<file path="config.mk">
export PLATFORM = sky130hd
export DESIGN_NAME = md_timestep_sequencer
export DESIGN_NICKNAME = d
export VERILOG_FILES = /design/src/rtl/md_timestep_sequencer.sv
export SDC_FILE = /design/constraint.sdc
export NUM_CORES = 1
export LEC_CHECK = 0
export ABC_AREA = 1
export CORE_MARGIN = 10
export CORE_UTILIZATION = 56
export DETAILED_ROUTE_END_ITERATION = 16
export PLACE_DENSITY = 0.91
export SLEW_MARGIN = 20
export SYNTH_ARGS = -nofsm -noshare
export SYNTH_HDL_FRONTEND = slang
export SYNTH_SLANG_ARGS = --single-unit
export TNS_END_PERCENT = 50
</file>
<file path="constraint.sdc">
create_clock -name clk -period 3.15 [get_ports clk]
set_input_delay 0.315 -clock clk [delete_from_list [all_inputs] [get_ports clk]]
set_output_delay 0.315 -clock clk [all_outputs]
set_load 0.03 [all_outputs]
</file>
<file path="src/rtl/md_timestep_sequencer.sv">
// rtl/md_timestep_sequencer.sv - Timestep scheduler for the MD pipeline
//
// Runs, per timestep: force phase, pipeline drain, position update, buffer swap.
// Repeats for num_steps timesteps, then pulses run_done.
//
// Ports:
//   clk, rst          clock; asynchronous active-high reset
//   start, abort      launch a run (IDLE only); force return to IDLE (highest priority)
//   num_steps         timesteps to run, latched on an accepted start
//   force_go          1-cycle pulse starting the force phase of a step
//   force_done        force phase complete (looked at only in FORCE)
//   pipe_idle         force pipeline and accumulators are empty
//   pu_ready          level enable for the position-update controller
//   pu_done           position update complete (looked at only in UPDATE)
//   double_buffer     active position half; toggles once per completed step
//   step_count        completed steps in the current run
//   busy              high whenever the sequencer is not idle
//   run_done          1-cycle pulse when every step has completed
//   error             sticky watchdog flag
module md_timestep_sequencer #(
  parameter int unsigned STEP_W       = 32,
  parameter int unsigned DRAIN_CYCLES = 16,
  parameter int unsigned WDOG_LIMIT   = 1000000
) (
  input  logic              clk,
  input  logic              rst,
  input  logic              start,
  input  logic              abort,
  input  logic [STEP_W-1:0] num_steps,
  output logic              force_go,
  input  logic              force_done,
  input  logic              pipe_idle,
  output logic              pu_ready,
  input  logic              pu_done,
  output logic              double_buffer,
  output logic [STEP_W-1:0] step_count,
  output logic              busy,
  output logic              run_done,
  output logic              error
);

  localparam int unsigned DRAIN_W = (DRAIN_CYCLES < 1) ? 1 : $clog2(DRAIN_CYCLES + 1);
  // The watchdog counter only ever needs to hold 0..WDOG_LIMIT-1.
  localparam int unsigned WDOG_W  = (WDOG_LIMIT < 2) ? 1 : $clog2(WDOG_LIMIT);

  localparam logic [DRAIN_W-1:0] DRAIN_LOAD = DRAIN_W'(DRAIN_CYCLES);
  localparam logic [WDOG_W-1:0]  WDOG_LAST  = WDOG_W'(WDOG_LIMIT - 1);

  typedef enum logic [2:0] {
    ST_IDLE,
    ST_FORCE,
    ST_DRAIN,
    ST_UPDATE,
    ST_SWAP,
    ST_FINISH
  } state_t;

  state_t              state_q, state_d;
  logic [STEP_W-1:0]   target_q, target_d;
  logic [STEP_W-1:0]   step_count_q, step_count_d;
  logic [DRAIN_W-1:0]  drain_cnt_q, drain_cnt_d;
  logic [WDOG_W-1:0]   wdog_cnt_q, wdog_cnt_d;
  logic                force_go_q, force_go_d;
  logic                pu_ready_q, pu_ready_d;
  logic                double_buffer_q, double_buffer_d;
  logic                busy_q, busy_d;
  logic                run_done_q, run_done_d;
  logic                error_q, error_d;

  logic                wdog_expired;
  logic [STEP_W-1:0]   step_inc;

  always_comb begin
    state_d         = state_q;
    target_d        = target_q;
    step_count_d    = step_count_q;
    drain_cnt_d     = drain_cnt_q;
    wdog_cnt_d      = '0;
    force_go_d      = 1'b0;
    pu_ready_d      = pu_ready_q;
    double_buffer_d = double_buffer_q;
    run_done_d      = 1'b0;
    error_d         = error_q;
    // Expiry happens on the WDOG_LIMIT-th cycle spent in a watched state.
    wdog_expired    = (wdog_cnt_q == WDOG_LAST);
    step_inc        = step_count_q + STEP_W'(1);

    case (state_q)
      ST_IDLE: begin
        if (start) begin
          error_d = 1'b0;
          if (num_steps != '0) begin
            target_d     = num_steps;
            step_count_d = '0;
            force_go_d   = 1'b1;
            state_d      = ST_FORCE;
          end else begin
            run_done_d = 1'b1;
          end
        end
      end
      ST_FORCE: begin
        // Progress beats a watchdog expiry landing on the same cycle.
        if (force_done) begin
          drain_cnt_d = DRAIN_LOAD;
          state_d     = ST_DRAIN;
        end else if (wdog_expired) begin
          error_d = 1'b1;
          state_d = ST_IDLE;
        end
      end
      ST_DRAIN: begin
        if (pipe_idle && (drain_cnt_q == '0)) begin
          pu_ready_d = 1'b1;
          state_d    = ST_UPDATE;
        end else if (wdog_expired) begin
          error_d = 1'b1;
          state_d = ST_IDLE;
        end else if (!pipe_idle) begin
          // Any busy cycle restarts the consecutive-idle requirement.
          drain_cnt_d = DRAIN_LOAD;
        end else begin
          drain_cnt_d = drain_cnt_q - DRAIN_W'(1);
        end
      end
      ST_UPDATE: begin
        if (pu_done) begin
          pu_ready_d = 1'b0;
          state_d    = ST_SWAP;
        end else if (wdog_expired) begin
          pu_ready_d = 1'b0;
          error_d    = 1'b1;
          state_d    = ST_IDLE;
        end
      end
      ST_SWAP: begin
        double_buffer_d = ~double_buffer_q;
        step_count_d    = step_inc;
        // Compare before the increment lands so step_count never wraps.
        if (step_inc == target_q) begin
          run_done_d = 1'b1;
          state_d    = ST_FINISH;
        end else begin
          force_go_d = 1'b1;
          state_d    = ST_FORCE;
        end
      end
      ST_FINISH: begin
        state_d = ST_IDLE;
      end
      default: begin
        state_d = ST_IDLE;
      end
    endcase

    // Abort discards any in-flight step but keeps the last committed one.
    if (abort) begin
      state_d         = ST_IDLE;
      target_d        = target_q;
      step_count_d    = step_count_q;
      drain_cnt_d     = drain_cnt_q;
      force_go_d      = 1'b0;
      pu_ready_d      = 1'b0;
      double_buffer_d = double_buffer_q;
      run_done_d      = 1'b0;
      error_d         = error_q;
    end

    // Counter restarts on every state entry and only runs in watched states.
    if ((state_d == state_q) &&
        ((state_q == ST_FORCE) || (state_q == ST_DRAIN) || (state_q == ST_UPDATE))) begin
      wdog_cnt_d = wdog_cnt_q + WDOG_W'(1);
    end

    busy_d = (state_d != ST_IDLE);
  end

  always_ff @(posedge clk or posedge rst) begin
    if (rst) begin
      state_q         <= ST_IDLE;
      target_q        <= '0;
      step_count_q    <= '0;
      drain_cnt_q     <= '0;
      wdog_cnt_q      <= '0;
      force_go_q      <= 1'b0;
      pu_ready_q      <= 1'b0;
      double_buffer_q <= 1'b0;
      busy_q          <= 1'b0;
      run_done_q      <= 1'b0;
      error_q         <= 1'b0;
    end else begin
      state_q         <= state_d;
      target_q        <= target_d;
      step_count_q    <= step_count_d;
      drain_cnt_q     <= drain_cnt_d;
      wdog_cnt_q      <= wdog_cnt_d;
      force_go_q      <= force_go_d;
      pu_ready_q      <= pu_ready_d;
      double_buffer_q <= double_buffer_d;
      busy_q          <= busy_d;
      run_done_q      <= run_done_d;
      error_q         <= error_d;
    end
  end

  assign force_go      = force_go_q;
  assign pu_ready      = pu_ready_q;
  assign double_buffer = double_buffer_q;
  assign step_count    = step_count_q;
  assign busy          = busy_q;
  assign run_done      = run_done_q;
  assign error         = error_q;

endmodule

</file>
# Word-level counts from Yosys, hierarchy flattened
# Cells that the tools add are included.
[classes]
addsub = 3
eq_ne = 16
n_mux = 39
bitwise_logic = 2
n_reduce_logical = 18
[op_table]
columns = ["op", "n"]
rows = [
  ["32-bit two-way mux", 2],
  ["32-bit one-hot mux with 2 select lines", 1],
  ["32-bit by 1-bit adder with 32-bit output (second input constant)", 1],
  ["32-bit == test", 1],
  ["32-bit nonzero test", 1],
  ["3-bit two-way mux", 8],
  ["20-bit by 1-bit adder with 20-bit output (second input constant)", 1],
  ["20-bit == test (second input constant)", 1],
  ["20-bit two-way mux", 1],
  ["5-bit two-way mux", 4],
  ["1-bit two-way mux", 17],
  ["3-bit one-hot mux with 5 select lines", 1],
  ["2-bit != test (second input constant)", 7],
  ["5-bit one-hot mux with 2 select lines", 1],
  ["4-bit AND reduction", 2],
  ["3-bit by 2-bit == test with 1-bit output (second input constant)", 2],
  ["1-bit one-hot mux with 2 select lines", 3],
  ["6-bit AND reduction", 1],
  ["3-bit nonzero test", 2],
  ["5-bit zero test", 1],
  ["5-bit AND reduction", 1],
  ["5-bit by 1-bit subtractor with 5-bit output (second input constant)", 1],
  ["4-bit != test (second input constant)", 1],
  ["1-bit one-hot mux with 4 select lines", 1],
  ["other kinds (12)", 16],
]
[word_totals]
ff_bits = 98
in_bits = 39
output_inout_bits = 38
word_cells = 89

# Logic depth before layout (Yosys ltp)
# Gate-level depths: netlist of run 1.
[depth]
ltp_word = 8
mapped_depth = 18
depth_no_buf = 18

# Least setup slack after synthesis of run 1
# No wires, ideal clock.
[synth_timing]
path_kind = "register to register"
start = "register step_count_q[0] (netlist: step_count[0])"
end = "register force_go_q (netlist: force_go)"
setup_ns = 0.113
arrival_time_ns = 2.141
required_time_ns = 3.037
slack_ns = 0.896
path_stages_with_launch = 19
path_buffers = 0
synth_period_minus_slack_ns = 2.254
path_cell_list = "dfrtp_1 -> ha_1 -> nand2_2 -> nor2_8 -> nand2_4 -> nor2_8 -> nand2_1 -> nand2_1 -> nand2_1 -> nand2_1 -> nand2_1 -> nor2_1 -> nand2_1 -> nor2_2 -> nand3_1 -> nand2_1 -> nand2_1 -> nand2_1 -> inv_1"
[synth_via]
elab_chain_len = 5
[synth_rtl]
columns = ["element", "line", "text"]
rows = [
  ["start, declared", "60", "logic [STEP_W-1:0] step_count_q, step_count_d;"],
  ["start signal, assigned", "194", "step_count_q <= step_count_d;"],
  ["32-bit by 1-bit adder with 32-bit output", "86", "step_inc = step_count_q + STEP_W'(1);"],
  ["32-bit == test", "140", "if (step_inc == target_q) begin"],
  ["1-bit two-way mux", "140", ""],
  ["1-bit one-hot mux with 2 select lines", "88", "case (state_q)"],
  ["1-bit two-way mux", "157", "if (abort) begin"],
  ["named net force_go_d", "63", "logic force_go_q, force_go_d;"],
  ["end signal, assigned", "197", "force_go_q <= force_go_d;"],
  ["end, declared", "63", ""],
]
# The timed path passes the listed nets, and every way through them passes these cells.
# A chain may end at the register's enable or synchronous reset.

# Worst setup path in the final report of run 1
[layout_timing]
start = "register state_q[0]"
end = "register target_q[25]"
[layout_via]
elab_chain_len = 2
[layout_rtl]
columns = ["element", "line", "text"]
rows = [
  ["start, declared", "58", "state_t state_q, state_d;"],
  ["start signal, assigned", "192", "state_q <= state_d;"],
  ["3-bit zero test", "88", ""],
  ["4-bit AND reduction (no line)", "n/a", ""],
  ["end signal, assigned", "193", "target_q <= target_d;"],
  ["end, declared", "59", "logic [STEP_W-1:0] target_q, target_d;"],
]
# No other way between the ends.

==> out/results.txt, run 1 <==
The capturing element type of the critical path was a register. Yosys instantiated no cell more often than sky130_fd_sc_hd__nand2_1. The core region is 0.0102 mm^2. The power per cell area was 381 mW/mm^2. The area share of the largest cell type after synthesis came out at 42.1%.

Using the TritonRoute via totals, the vias-per-cell ratio works out to 5.52. The global route total overflow is 0, and the max-slew violation total from the final report is 0. After synthesis, the cell types taking the most area are sky130_fd_sc_hd__dfrtp_1 (42%), sky130_fd_sc_hd__nand2_1 (15%), sky130_fd_sc_hd__nand3_1 (7.5%), sky130_fd_sc_hd__inv_1 (7.2%), sky130_fd_sc_hd__nor2_1 (6.1%). The number of DRC violations after detailed-routing iteration 0 was 489; the total wirelength of the detailed-routed design was 15.2 mm. In this run, synthesis inferred 0 flip-flops with an integrated enable. For this block, the via count after detailed routing is 5728. The tools report the area of the die as 0.0149 mm^2. The tools report the register area share after synthesis as 42.1%. The final period demand of the worst path works out to 2.59 ns. Capturing point of the worst reg2reg path: target_q[25]. Global routing consumed, over all layers together, 20.8% of the routing resources. The synthesized area per cell was 7.14 um^2; the antenna diode instance count was 0.

The post-detailed-route count of antenna-violating nets is 0. The worst setup path is of the register to register kind. IR analysis of the VDD net gives a maximum drop of 0.000248 V. The critical path's slowest cell was sky130_fd_sc_hd__nor2_4. The total negative setup slack was 0 ns; the post-synthesis async set-or-reset flop share was 100%. The logs give 32.4% for the worst slew margin relative to its limit and 939 for the final net count.

The largest stage delay on the critical path came out at 0.76 ns. Startpoint of the worst register-to-register path: state_q[0]. The logs give 37 for the cell row count and 0 for the hold buffer count at CTS. The initial standard-cell utilization of the core was 56.9%; the final-report hold violation count was 0. The initial antenna violation count was 0; the multi-input combinational cell area was 0.00291 mm^2. The analysis attributes to cell leakage a power of 3.12 nW. Remaining design rule violation count: 0. The tools report the cell at the root of the clock tree as sky130_fd_sc_hd__clkbuf_8. In this run, CTS created clock tree buffers numbering 9. In this run, post-CTS repair resized a total of 0 instances. STA classifies the critical path startpoint as a register. The tools report the area of the mapped netlist as 0.00582 mm^2.

TritonCTS built the clock tree. The first-pass iteration count of the detailed router was 7; the maximum number of pins on one net before global-route repair was 50. The tools report the worst reg-to-reg setup slack as 0.56 ns. The top-level port count was 77; the part of the cycle the worst path needs was 82.3%.

The actual slew at the worst max-slew pin was 1.01 ns. The per-cell routed wire length is 14.7 um, and the synthesized netlist net count is 859. The first global-routing pass estimated 25.3 mm of wire.

The post-synthesis sequential element count came out at 98. The worst hold path belongs to the class input pin to async pin. The flow ran to the end, and the final reports show no timing, DRC or antenna violations. Counting instances in the post-synthesis netlist gives the leading cell types as sky130_fd_sc_hd__nand2_1 (238), sky130_fd_sc_hd__inv_1 (111), sky130_fd_sc_hd__dfrtp_1 (98). In this run the number of H-tree levels came out at 3. The later-pin clock latency in the skew report was 0.37 ns; the number of inserted filler cells in the final layout was 832. Of all nets on the critical path, the largest fanout is 48.

After clock tree synthesis, the clock-pin slew on the worst setup and hold paths is 0.10 ns. Data on the critical path arrives at its endpoint at 2.88 ns. The synthesized netlist contains 36 unique library cells. Detailed placement finished with a half-perimeter wire length of 11.6 mm. The clock drives 98 sinks.

The clock passes through at most 2 buffers. The run gives 5451 as the number of global-route vias before repair. The setup-violating endpoint count in the final report came out at 0. Setup repair after global routing left no endpoint under its margin. Timing would allow up to 386 MHz.

The fraction of the core area covered by cells at the end of the flow was 68.1%; the count of warnings emitted by yosys was 0. Traced cell by cell, the critical path runs through nor2_1 -> inv_1 -> nor3_1 -> o21ai_0 -> buf_4 -> nor2_4 -> buf_4 -> nand2_1 -> o21ai_0. The tool flagged a number of max-cap violations equal to 0. Measured along the x axis, the die boundary spans 122 um. During placement, the flow inserted port buffers numbering 76.

The dominant cell type by area after synthesis was sky130_fd_sc_hd__dfrtp_1. The required time at the worst-slack endpoint was 3.44 ns. Registers take 0.00245 mm^2. Between clock sinks in the finished design, the worst skew comes to 0.0136 ns. The count of mapped cells out of synthesis was 816. Of the cells placed in the final design, the portion with a size suffix greater than 1 is 5.77%. Among all flip-flop cells after synthesis, the most frequent one is sky130_fd_sc_hd__dfrtp_1. Relative to the synthesized area, the layout overhead comes to 19.7%. On the final layout, the worst hold slack is 0.375 ns.

Counting cells, the worst reg-to-reg path comes to 9. Weighted congestion reported at the end of routability-driven placement: 0.933. Buffers added to address setup during post-CTS repair amount to 0. The die extent in y came out at 122 um.
## power breakdown
part	leakage [nW]	internal (W)	switching [W]
Combinational	1.72	0.000169	0.000242
Sequential	1.30	0.00135	0.0000529
Clock	0.0945	0.000388	0.000451
Total	3.12	0.00191	0.000747
## registers in the layout, indices dropped and copies added, names as in the netlist
| name | cells |
|---|---|
| busy | 1 |
| double_buffer | 1 |
| run_done | 1 |
| drain_cnt_q | 5 |
| force_go | 1 |
| pu_ready | 1 |
| error | 1 |
| state_q | 3 |
| step_count | 32 |
| target_q | 32 |
| wdog_cnt_q | 20 |
## worst max path at each step
stage,from,endpoint,slack (ns),cells after the start
floorplan,rst,busy,0.27,1
global placement,start,target_q[25],0.36,9
detailed placement,start,target_q[25],0.37,9
CTS,state_q[0],target_q[25],0.58,9
global route,step_count[8],run_done,0.36,14
finish,state_q[0],target_q[25],0.56,9
## worst max-delay path, delay by kind of cell, from the launching register on
kind | cells | cell delay [ns]
AOI/OAI and AO/OA | 2 | 0.24
DFF | 1 | 0.43
buffers and inverters | 3 | 0.61
and+or+nand+nor | 4 | 1.24
## cell usage in the layout (no fill, tap or decap), types with 2 or more instances in the layout
cell type and n:
sky130_fd_sc_hd__nand3b_1 2, sky130_fd_sc_hd__xnor2_1 6, sky130_fd_sc_hd__o22ai_1 23, sky130_fd_sc_hd__nand3_1 87, sky130_fd_sc_hd__ha_1 4, sky130_fd_sc_hd__o21ai_0 47
sky130_fd_sc_hd__nor2_2 4, sky130_fd_sc_hd__nor2_1 94, sky130_fd_sc_hd__dfrtp_1 98, sky130_fd_sc_hd__o211ai_1 3, sky130_fd_sc_hd__nand2_2 5, sky130_fd_sc_hd__nand4_1 11
sky130_fd_sc_hd__a31oi_1 2, sky130_fd_sc_hd__nand2_1 238, sky130_fd_sc_hd__mux2_2 4, sky130_fd_sc_hd__nor2_4 5, sky130_fd_sc_hd__nor3b_1 3, sky130_fd_sc_hd__nor2_8 2
sky130_fd_sc_hd__nor4_1 9, sky130_fd_sc_hd__clkinvlp_4 3, sky130_fd_sc_hd__inv_1 110, sky130_fd_sc_hd__buf_4 7, sky130_fd_sc_hd__a21oi_1 7, sky130_fd_sc_hd__clkdlybuf4s50_1 76
sky130_fd_sc_hd__and2_1 2, sky130_fd_sc_hd__clkbuf_8 10, sky130_fd_sc_hd__nor3_1 9, sky130_fd_sc_hd__xor2_1 15
## final cells by class
class	count	share of cell area (%)
Timing Repair Buffer	83	11.7
Inverter	112	6.07
Clock inverter	6	0.952
Multi-Input combinational cell	592	41.7
Sequential cell	98	35.2
Clock buffer	10	1.97
Tap cell	136	2.44
## routing by layer
metal | up-vias | track usage (%) | routed length (um)
li1 | 2790 | - | -
met1 | 2654 | 25.2 | 5940
met2 | 238 | 35.7 | 7480
met3 | 46 | 4.07 | 1310
met4 | 0 | 7.97 | 480
met5 | - | 0 | 0
## kinds of logic after synthesis
kind of cell    count (synthesis)  synth area share (%)
simple gates                  478                  36.6
buf+inv                       126                  8.18
flops                          98                  42.1
compound gates                 84                  7.93
xor+xnor                       22                  3.54
mux                             4                 0.773
fa+ha+maj                       4                 0.859
## per-stage QoR
step                      std cells  worst slack, ns  power [W]  area, um^2
final                          1037            0.557    0.00265        6970
after global placement         1021            0.364    0.00182        6770
after global routing           1037            0.359    0.00279        6970
after floorplan                 816            0.273    0.00168        5820
after CTS                      1037            0.579    0.00266        6970
after detailed placement       1021            0.372    0.00184        6770
Power figures use the tool's default switching activity.
==> run 2, diff against run 1 <==
--- a/config.mk
+++ b/config.mk
@@ -7,9 +7,9 @@
 export LEC_CHECK = 0
 export ABC_AREA = 1
 export CORE_MARGIN = 10
-export CORE_UTILIZATION = 56
+export CORE_UTILIZATION = 50
 export DETAILED_ROUTE_END_ITERATION = 16
-export PLACE_DENSITY = 0.91
+export PLACE_DENSITY = 0.86
 export SLEW_MARGIN = 20
 export SYNTH_ARGS = -nofsm -noshare
 export SYNTH_HDL_FRONTEND = slang
==> constraint.sdc (replaced) <==
create_clock -name clk -period 2.35 [get_ports clk]
set_input_delay 0.235 -clock clk [delete_from_list [all_inputs] [get_ports clk]]
set_output_delay 0.235 -clock clk [all_outputs]
set_load 0.03 [all_outputs]
==> out/results.txt, run 2 (synthesized netlist as in run 1, its figures left out) <==
The worst setup path is captured at a register. The clock transition at the register clock pins on the worst setup and hold paths after CTS is 0.06 ns (-0.04 ns). The kind of critical path was register to register. The overall global routing resource usage was 19.2% (-1.6 points).

The switching power summed over all nets came out at 0.00109 W (+46%). The tools report the required time at the worst-slack endpoint as 2.60 ns (-0.84 ns). Setup repair after global routing could not meet its margin everywhere. The detail-routed via count per cell was 5.47 (-1.0%); the proportion of power drawn by the clock network was 38.1% (+6.5 points).

The kind of cell with the highest combined delay along the critical path is simple AND/OR/NAND/NOR gates. The critical path goes through nand2_1 -> nor2_1 -> buf_4 -> nand2_1 -> o21ai_0 -> nand3_1 -> nand2_1 -> nand3_1 -> nor2_1 -> nand2_1 -> nor2_4 -> nand3_1 -> nand2_1 -> nand2_1 -> nand2_1 -> inv_1. Worst setup timing slack at the placement stage: -0.129 ns (-0.501 ns). The logs give 432 MHz (+12%) for the fmax and 0.0164 mm^2 (+10%) for the area of the die. The run gives 0.931 (-0.24%) as the weighted congestion reported at the end of routability-driven placement. The run gives 39 (+5.4%) as the cell row count.

The run gives 9 (unchanged) as the number of clock buffers inserted by TritonCTS. The wire length of the first global-routing pass was 25.7 mm (+1.6%); the area added between synthesis and finish was 30.5%. The quantity of I/O buffers inserted on ports works out to 76 (unchanged). The tools report the number of buffers on the longest clock path as 2 (unchanged). The logs give 546 (+12%) for the number of DRC violations after detailed-routing iteration 0 and 98 (unchanged) for the total number of clock tree sinks. The total wirelength of the detailed-routed design was 16.6 mm (+8.9%). The cell at the root of the clock tree is sky130_fd_sc_hd__clkbuf_16. Routed length on met2: 8.22 mm (+9.8%).

The power per cell area was 531 mW/mm^2 (+39%); the met1 wire length was 6.51 mm (+9.5%). For the largest clock skew in the final design, the log shows 0.00750 ns (-0.00610 ns). In this run the critical register-to-register path is launched from step_count[5]. The core box area came out at 0.0114 mm^2 (+12%). The per-cell routed wire length works out to 15.3 um (+4.4%).

The highest layer touched by signal routing is met4. The tools report the arrival time of data at the critical path endpoint as 2.56 ns (-0.32 ns). The share of final-layout standard cells stronger than drive strength 1 was 12.8% (+7.0 points). The final worst slack is 0.0378 ns (-0.519 ns).

The H-tree depth came out at 3 (unchanged). Global route total overflow: 0 (unchanged). The die extent in y came out at 128 um (+4.9%). Cell seen most often among critical-path stages: sky130_fd_sc_hd__nand2_1. The top-level port count came out at 77 (unchanged). The run gives 11.8 mm (+2.4%) as the sum of net half-perimeters after detailed placement. For the post-route non-filler standard cell count, the log shows 1081 (+4.2%). The top cell types in the final layout, fill and taps aside, are sky130_fd_sc_hd__nand2_1 (231), sky130_fd_sc_hd__inv_1 (109), sky130_fd_sc_hd__dfrtp_1 (90), sky130_fd_sc_hd__nand3_1 (87), sky130_fd_sc_hd__nor2_1 (82). The detailed-routed wire length on met3 was 1.38 mm (+5.3%). Setup-violating endpoint count in the final report: 0 (unchanged). The part of the cycle the worst path needs is 98.4% (+16 points). The static leakage was 3.41 nW (+9.3%); the actual slew at the worst max-slew pin was 0.897 ns (-0.115 ns). For the antenna diode instance count, the log shows 0 (unchanged). The final period demand of the worst path came out at 2.31 ns (-0.281 ns). The final-report hold violation count was 0 (unchanged).

The worst hold path belongs to the class input pin to async pin. First-pass iteration count of the detailed router: 5 (-2). The initial antenna violation count came out at 0 (unchanged). The max-slew violation total from the final report was 0 (unchanged).

The logs give 0.00703 mm^2 (+3.8%) for the area after detailed placement and 40.1% (+7.8 points) for the worst slew margin relative to its limit. The internal power consumption was 0.00295 W (+55%). The run gives 15.2% (-0.3 points) as the proportion of power drawn by combinational gates. The startpoint kind of the worst setup timing path is a register. The final net count was 976 (+3.9%); the post-layout total power was 0.00404 W (+52%). Number of inserted filler cells in the final layout: 922 (+11%). The run gives 0 (unchanged) as the hold buffer count at CTS. The final cell area excluding filler cells is 0.00760 mm^2 (+9.1%).

The run gives 46.7% (-6.2 points) as the part of the power in registers. The switching share of power works out to 26.9% (-1.2 points). The maximum number of pins on one net before global-route repair came out at 99 (+98%). TritonCTS built the clock tree.

The largest vdd supply drop is 0.000608 V (+140%), and the later-pin clock latency in the skew report is 0.35 ns (-0.02 ns). The post-detailed-route count of antenna-violating nets was 0 (unchanged). Critical path's slowest cell: sky130_fd_sc_hd__dfrtp_1.

The largest stage delay on the critical path was 0.45 ns (-0.31 ns). Remaining design rule violation count: 0 (unchanged). The count of buffering cells on the critical path with inverters included came out at 2 (-1). The critical path starts at step_count[5].

The run finished with clean final reports. The die width was 128 um (+4.9%). Number of global-route vias before repair: 5466 (+0.28%).

The library cell used most frequently in the layout, excluding fill and tap cells, is sky130_fd_sc_hd__nand2_1. The maximum fanout along the worst path works out to 5 (-90%). The logs give 5909 (+3.2%) for the total via count after detailed routing and 1053 (+3.1%) for the cell total after placement.

The initial standard-cell utilization of the core came out at 51.0% (-5.9 points). The number of maximum-capacitance violations is 0 (unchanged).
[run 2: cell count changes in the layout (fill, tap and decap cells not counted), moves of 3 or more]
| cell | change |
|---|---|
| sky130_fd_sc_hd__nor2_1 | -12 |
| sky130_fd_sc_hd__nor2_2 | +7 |
| sky130_fd_sc_hd__buf_6 | +3 |
| sky130_fd_sc_hd__nor2_4 | +6 |
| sky130_fd_sc_hd__nand2_1 | -7 |
| sky130_fd_sc_hd__clkbuf_8 | -8 |
| sky130_fd_sc_hd__dfrtp_1 | -8 |
| sky130_fd_sc_hd__buf_12 | +8 |
| sky130_fd_sc_hd__nand2_2 | +5 |
| sky130_fd_sc_hd__clkbuf_16 | +9 |
| sky130_fd_sc_hd__dfrtp_2 | +8 |
| sky130_fd_sc_hd__buf_4 | +25 |
[run 2: metal layers]
layer,global-route usage (%),vias to the layer above
li1,-,2865
met1,22.2,2750
met2,33.3,254
met3,5.21,40
met4,6.89,0
met5,0,-
[run 2: final timing paths]
kind | end | cells after the start | slack [ns]
worst min-delay path | drain_cnt_q[3] | 3 | 0.38
min in group clk | wdog_cnt_q[0] | 1 | 0.46
max in group asynchronous | step_count[14] | 3 | 1.55
worst max-delay path | force_go | 16 | 0.04
worst max register to register | force_go | 16 | 0.04
worst min register to register | wdog_cnt_q[0] | 1 | 0.46
[run 2: tightest hold or removal path: stages]
cell and delay (ns):
sky130_fd_sc_hd__clkdlybuf4s50_1 0.44, sky130_fd_sc_hd__clkinvlp_4 0.09, sky130_fd_sc_hd__buf_12 0.42
[run 2: area by class of cell]
type / instances / area (um^2) / share of cell area, %
inverters: 112 / 424 / 5.58
flip-flops and latches: 98 / 2460 / 32.4
well taps: 143 / 179 / 2.35
repair buffers: 119 / 1190 / 15.7
multi-input cells: 593 / 3040 / 39.9
clock buffers: 11 / 253 / 3.33
clock inverters: 5 / 52.6 / 0.691
[run 2: power groups by stage]
stage / Clock [W] / Sequential [W] / Combinational, W
6_report: 0.00154 / 0.00189 / 0.000612
5_1_grt: 0.00162 / 0.00190 / 0.000685
4_1_cts: 0.00155 / 0.00188 / 0.000591
3_5_place_dp: 0 / 0.00191 / 0.000586
3_3_place_gp: 0 / 0.00191 / 0.000572
2_1_floorplan: 0 / 0.00190 / 0.000354
[run 2: stage by stage]
step	setup TNS (ns)	hold slack, ns	util, %
2_1_floorplan	0	0.356	-
3_3_place_gp	-3.15	0.444	61.5
3_5_place_dp	-4.16	0.446	61.5
4_1_cts	0	0.405	64.2
5_1_grt	-0.256	0.443	66.6
6_report	0	0.384	66.6
[run 2: timing repair]
item	CTS	global route
buffers inserted	0	11
pin swaps	0	22
endpoints found under the setup margin	3	39
gates cloned	0	1
resized for setup	1	46
==> edit 1 (settings of run 2) <==
Encoding of `state_t`: now Gray code (3 bits for 6 states).
--- a/src/rtl/md_timestep_sequencer.sv
+++ b/src/rtl/md_timestep_sequencer.sv
@@ -48,10 +48,10 @@
 
   typedef enum logic [2:0] {
-    ST_IDLE,
-    ST_FORCE,
-    ST_DRAIN,
-    ST_UPDATE,
-    ST_SWAP,
-    ST_FINISH
+    ST_IDLE   = 3'b000,
+    ST_FORCE  = 3'b001,
+    ST_DRAIN  = 3'b011,
+    ST_UPDATE = 3'b010,
+    ST_SWAP   = 3'b110,
+    ST_FINISH = 3'b111
   } state_t;
 
Check against the original RTL: no difference found for any inputs over 10 cycles, from zero or initial values and one cycle with rst high; not proved beyond that.
==> edit 1 against run 2 <==
  * The flow now finishes with violations (negative setup slack)
  * Wire length grew 16%
  * Power rose by 13%
  * Critical path depth is 2 higher
  * Area after synthesis increased by 1.3%
  * First-iteration DRC count rose by 28%
  * Sequential cell count is the same
  * Worst setup slack worse by 0.41 ns
  * Final area up 8.1%
==> edit 1: results (changes against run 2) <==
Logic synthesis
  • Post-synthesis instance total: 821 (+0.61%)
  • Synth cell types: 41 (+14%)
  • Commonest cells post-synth: nand2_1, inv_1, dfrtp_1, nor2_1, nand3_1
  • Largest cells by area after synthesis: dfrtp_1, nand2_1, inv_1
  • Register area share after synthesis: 41.6% (-0.54 points)
  • Yosys Warn Count: 0 (unchanged)
  • Synth async-reset ratio: 100% (unchanged)
  • Syn nets: 864 (+0.58%)

GRT
  • GR Util met1: 26.8% (+4.7 points)
  • GRT Util Overall: 22.5% (+3.3 points)
  • Initial antenna violation count: 0 (unchanged)
  • Met2 GRT Util: 39.1% (+5.8 points)
  • First-pass GRT wire length: 30300 um (+18%)
  • Met3 Usage GRT: 3.53% (-1.7 points)
  • Pin count of the biggest net entering global routing: 41 (-59%)
  • Number of global-route vias before repair: 6248 (+14%)

Route
  • Met2 wire length: 9290 um (+13%)
  • Final wirelength: 19200 um (+16%)
  • 1st-iter DRT viols: 700 (+28%)
  • DR WL met3: 1710 um (+24%)
  • Met1 wire length: 7400 um (+14%)
  • DRT Pass-1 Iters: 6 (+1)
  • Top sig layer: met4
  • Via/cell ratio: 5.56 (+1.7%)

Worst hold path
  • HP Class: input port to asynchronous set/reset pin

Placement
  • DP Worst Slack: -0.336 ns (-0.208 ns)
  • IO Port Bufs: 76 (unchanged)
  • Placement Cell Area: 7670 um^2 (+9.2%)
  • GP Congestion: 0.943 (+1.3%)
  • Placed Cells: 1133 (+7.6%)
  • Hpwl dp: 13900 um (+18%)

Critical path
  • Crit path arrival time: 3.01 ns (+0.45 ns)
  • CP max FO: 8 (+3)
  • Worst path slowest cell: dfrtp_1
  • Worst stage delay on the critical path: 0.42 ns (-0.03 ns)
  • Largest delay contributor family on the critical path: simple AND/OR/NAND/NOR gates

CTS
  • CTS HTree Levels: 3 (unchanged)
  • CTS buffer count: 9 (unchanged)
  • Clock Root Buffer: clkbuf_16
  • Clk slew on worst S/H paths: 0.07 ns
  • CTS max path bufs: 2 (unchanged)
  • Clk_lat worst skew: 0.36 ns

Cells and area
  • Diode count: 0 (unchanged)
  • Fill cell count: 816 (-11%)
  • Layout cell share with drive strength beyond 1: 21.1% (+8.3 points)
  • Non-filler cells, final: 1156 (+6.9%)

Timing
  • Setup total negative slack: -7.11 ns (-7.11 ns)
  • Slew margin rel.: 22.5% (-18 points)
  • Final setup fails: 24 (+24)
  • Final worst setup slack: -0.370 ns (-0.407 ns)
  • Worst Skew: 0.00766 ns (+0.000158 ns)

Run status
  • Status: complete, but fails checks
  • Failing checks: negative setup slack

Power
  • Lkg Pwr: 3.83 nW (+12%)
  • Max VDD drop: 355 uV (-42%)
## edit 1: cell count changes after synthesis, moves of 4 or more
cell	change
o21ai_0	-8
nand3_1	-14
nor2_2	+22
nor2_1	-9
nand2_1	+18
mux2_2	-4
nand3b_1	+4
inv_1	-9
## edit 1: final cells by class
| class | count | area (um^2) | area share (%) |
|---|---|---|---|
| inverter | 106 | 402 | 4.89 |
| clock inverter | 4 | 28.8 | 0.350 |
| sequential | 98 | 2460 | 29.9 |
| tap | 143 | 179 | 2.18 |
| clock buffer | 11 | 243 | 2.95 |
| timing repair buffer | 191 | 1740 | 21.1 |
| multi-input combinational | 603 | 3170 | 38.6 |
## edit 1: report_power, final
part / internal, W / switching, W
registers: 0.00188 / 0.000145
logic: 0.000470 / 0.000629
clock network: 0.000742 / 0.000676
total: 0.00309 / 0.00145
## edit 1: logic make-up (layout without fill, tap and decap cells)
family / Yosys count / after routing / share of synthesized area, %
fa+ha+maj: 4 / 4 / 0.848
compound gates: 81 / 81 / 7.74
buf+inv: 120 / 312 / 7.89
flops: 98 / 98 / 41.6
xor+xnor: 25 / 25 / 4.64
simple gates: 493 / 493 / 37.3
## edit 1: worst paths after layout
check	cells after the start	to	startpoint	slack, ns
min	2	target_q[28]	rst	0.26
max reg2reg	18	wdog_cnt_q[10]	step_count[4]	-0.37
max in group asynchronous	3	step_count[12]	rst	1.50
min reg2reg	1	double_buffer	double_buffer	0.48
min in group clk	3	target_q[0]	num_steps[0]	0.44
max	18	wdog_cnt_q[10]	step_count[4]	-0.37
## edit 1: timing repair
item	4_1_cts	5_1_grt
setup endpoints to repair	23	27
gates resized for setup	14	40
setup buffers	2	5
pin swaps	4	11
gates cloned	0	1
hold buffers	0	0
==> edit 2 (settings of run 2) <==
Made on the original files. The parameter `WDOG_LIMIT` goes from 1000000 to 2000000.
--- a/src/rtl/md_timestep_sequencer.sv
+++ b/src/rtl/md_timestep_sequencer.sv
@@ -21,5 +21,5 @@
   parameter int unsigned STEP_W       = 32,
   parameter int unsigned DRAIN_CYCLES = 16,
-  parameter int unsigned WDOG_LIMIT   = 1000000
+  parameter int unsigned WDOG_LIMIT   = 2000000
 ) (
   input  logic              clk,
Formal check against the unedited RTL: same outputs for any inputs over 10 cycles, from zero or initial values and one cycle with rst high; that may be too few to reach the edited logic, so the function may still have changed.
==> edit 2 against run 2 <==
  * Sequential cell count up 1
  * Clock skew up 0.0022 ns
  * Non-clock buffer count down 4
  * Worst setup slack worse by 0.022 ns
  * Power down 1.4%
  * Area after synthesis up 2.1%
  * Final area up 0.12%
  * Wire length up 4.1%
  * Largest power group unchanged
==> edit 2: results (changes against run 2) <==
Timing
  • Worst Skew: 0.00974 ns (+0.00224 ns)
  • Slew @ Worst Pin: 0.486 ns (-0.410 ns)
  • Final Hold Slack: 0.228 ns (-0.156 ns)

Cells and area
  • Fill cell count: 918 (-0.43%)
  • Final #Nets: 1001 (+2.6%)
  • Diode count: 0 (unchanged)
  • Non-filler cells, final: 1106 (+2.3%)
  • Layout cell share with drive strength beyond 1: 11.8% (-0.96 points)

GRT
  • First-pass GRT wire length: 27300 um (+6.5%)
  • GRT Util Overall: 20.3% (+1.0 points)
  • Initial antenna violation count: 0 (unchanged)
  • Pin count of the biggest net entering global routing: 40 (-60%)
  • Number of global-route vias before repair: 5743 (+5.1%)

Run status
  • Status: finished clean

Placement
  • Placement Cell Area: 7150 um^2 (+1.8%)
  • Hpwl dp: 12600 um (+6.6%)
  • GP Congestion: 0.953 (+2.3%)

Power
  • Lkg Pwr: 3.41 nW (about the same)
  • NetSw: 0.00112 W (+2.9%)
  • Max VDD drop: 586 uV (-3.6%)
  • Pwr/cell area: 523 nW/um^2 (-1.5%)
  • Power in the clock group: 0.00141 W (-8%)

Critical path
  • CP max FO: 10 (+5)
  • Worst stage delay on the critical path: 0.38 ns (-0.07 ns)
  • Crit path arrival time: 2.57 ns (about the same)
  • RR Startpoint: wdog_cnt_q[0]
  • Startpoint types: register
  • Worst reg-to-reg path cell count: 12 (-4)
  • Worst path slowest cell: dfrtp_1
  • Crit path capture: wdog_cnt_q[13]
  • R2r setup slk: 0.02 ns (-0.02 ns)

Logic synthesis
  • Syn nets: 887 (+3.3%)
  • Yosys Warn Count: 0 (unchanged)
  • Synth Flop Type: dfrtp_1
  • Synth cell types: 37 (+2.8%)
  • Register area share after synthesis: 41.6% (-0.46 points)
  • Commonest cells post-synth: nand2_1, inv_1, nor2_1, dfrtp_1, nand3_1
  • Largest cells by area after synthesis: dfrtp_1, nand2_1, nand3_1
  • Post-synthesis instance total: 844 (+3.4%)

Route
  • ANT nets after route: 0 (unchanged)
  • DRT Pass-1 Iters: 6 (+1)
  • Via/cell ratio: 5.50 (+0.58%)
  • Avg WL per Cell: 15.6 um (+1.8%)
  • 1st-iter DRT viols: 652 (+19%)

CTS
  • Clk slew on worst S/H paths: 0.07 ns
  • Clk_lat worst skew: 0.36 ns
==> edit 2: cell count changes after synthesis, moves of 4 or more <==
cell / before / now
nand4_1: 11 / 5
nand3_1: 87 / 98
o21ai_1: 0 / 4
nor2_1: 95 / 107
nor2_4: 4 / 9
nand2_1: 238 / 247
o21ai_0: 47 / 51
o22ai_1: 23 / 18
==> edit 2: layout make-up <==
type	instances	area share (%)
clock buffers	11	3.19
clock inverters	5	0.493
inverters	113	5.62
multi-input cells	620	40.9
flip-flops and latches	99	32.6
well taps	143	2.35
repair buffers	115	14.8
==> edit 2: kinds of logic (layout without fill, tap and decap cells) <==
group                    count (synthesis)  in the layout  share of synthesized area [%]
XOR/XNOR                                23             23                           3.62
multiplexers                             3              3                          0.568
AO/OA/AOI/OAI                           86             86                           7.89
adder cells (fa/ha/maj)                  4              4                          0.841
buffers and inverters                  127            244                           8.33
flip-flops                              99             99                           41.6
AND/OR/NAND/NOR                        502            504                           37.1
==> edit 2: stage by stage <==
stage                     worst slack (ns)  util, %
after floorplan                      0.199        -
after global placement              -0.173     62.1
after detailed placement            -0.205     62.1
after CTS                         -0.00580     64.6
after global routing                -0.133     66.1
final                               0.0159     66.1
==> edit 2: metal layers <==
metal / up-vias / GRT usage [%] / wire (um)
met4: 0 / 8.03 / 548
met3: 49 / 5.10 / 1440
met1: 2806 / 24.8 / 7110
li1: 2938 / - / -
met2: 288 / 33.7 / 8150
met5: - / 0 / 0
==> edit 2: critical path, delay by kind of cell (launching register included) <==
family,cells,cell delay [ns]
adder cells (fa/ha/maj),1,0.19
flip-flops,1,0.38
AND/OR/NAND/NOR,9,1.36
AO/OA/AOI/OAI,2,0.28
==> edit 2: timing repair <==
item,4_1_cts,5_1_grt
gates resized for setup,3,29
setup endpoints to repair,3,26
cloned,0,2
setup buffers,0,6
pin swaps,2,17
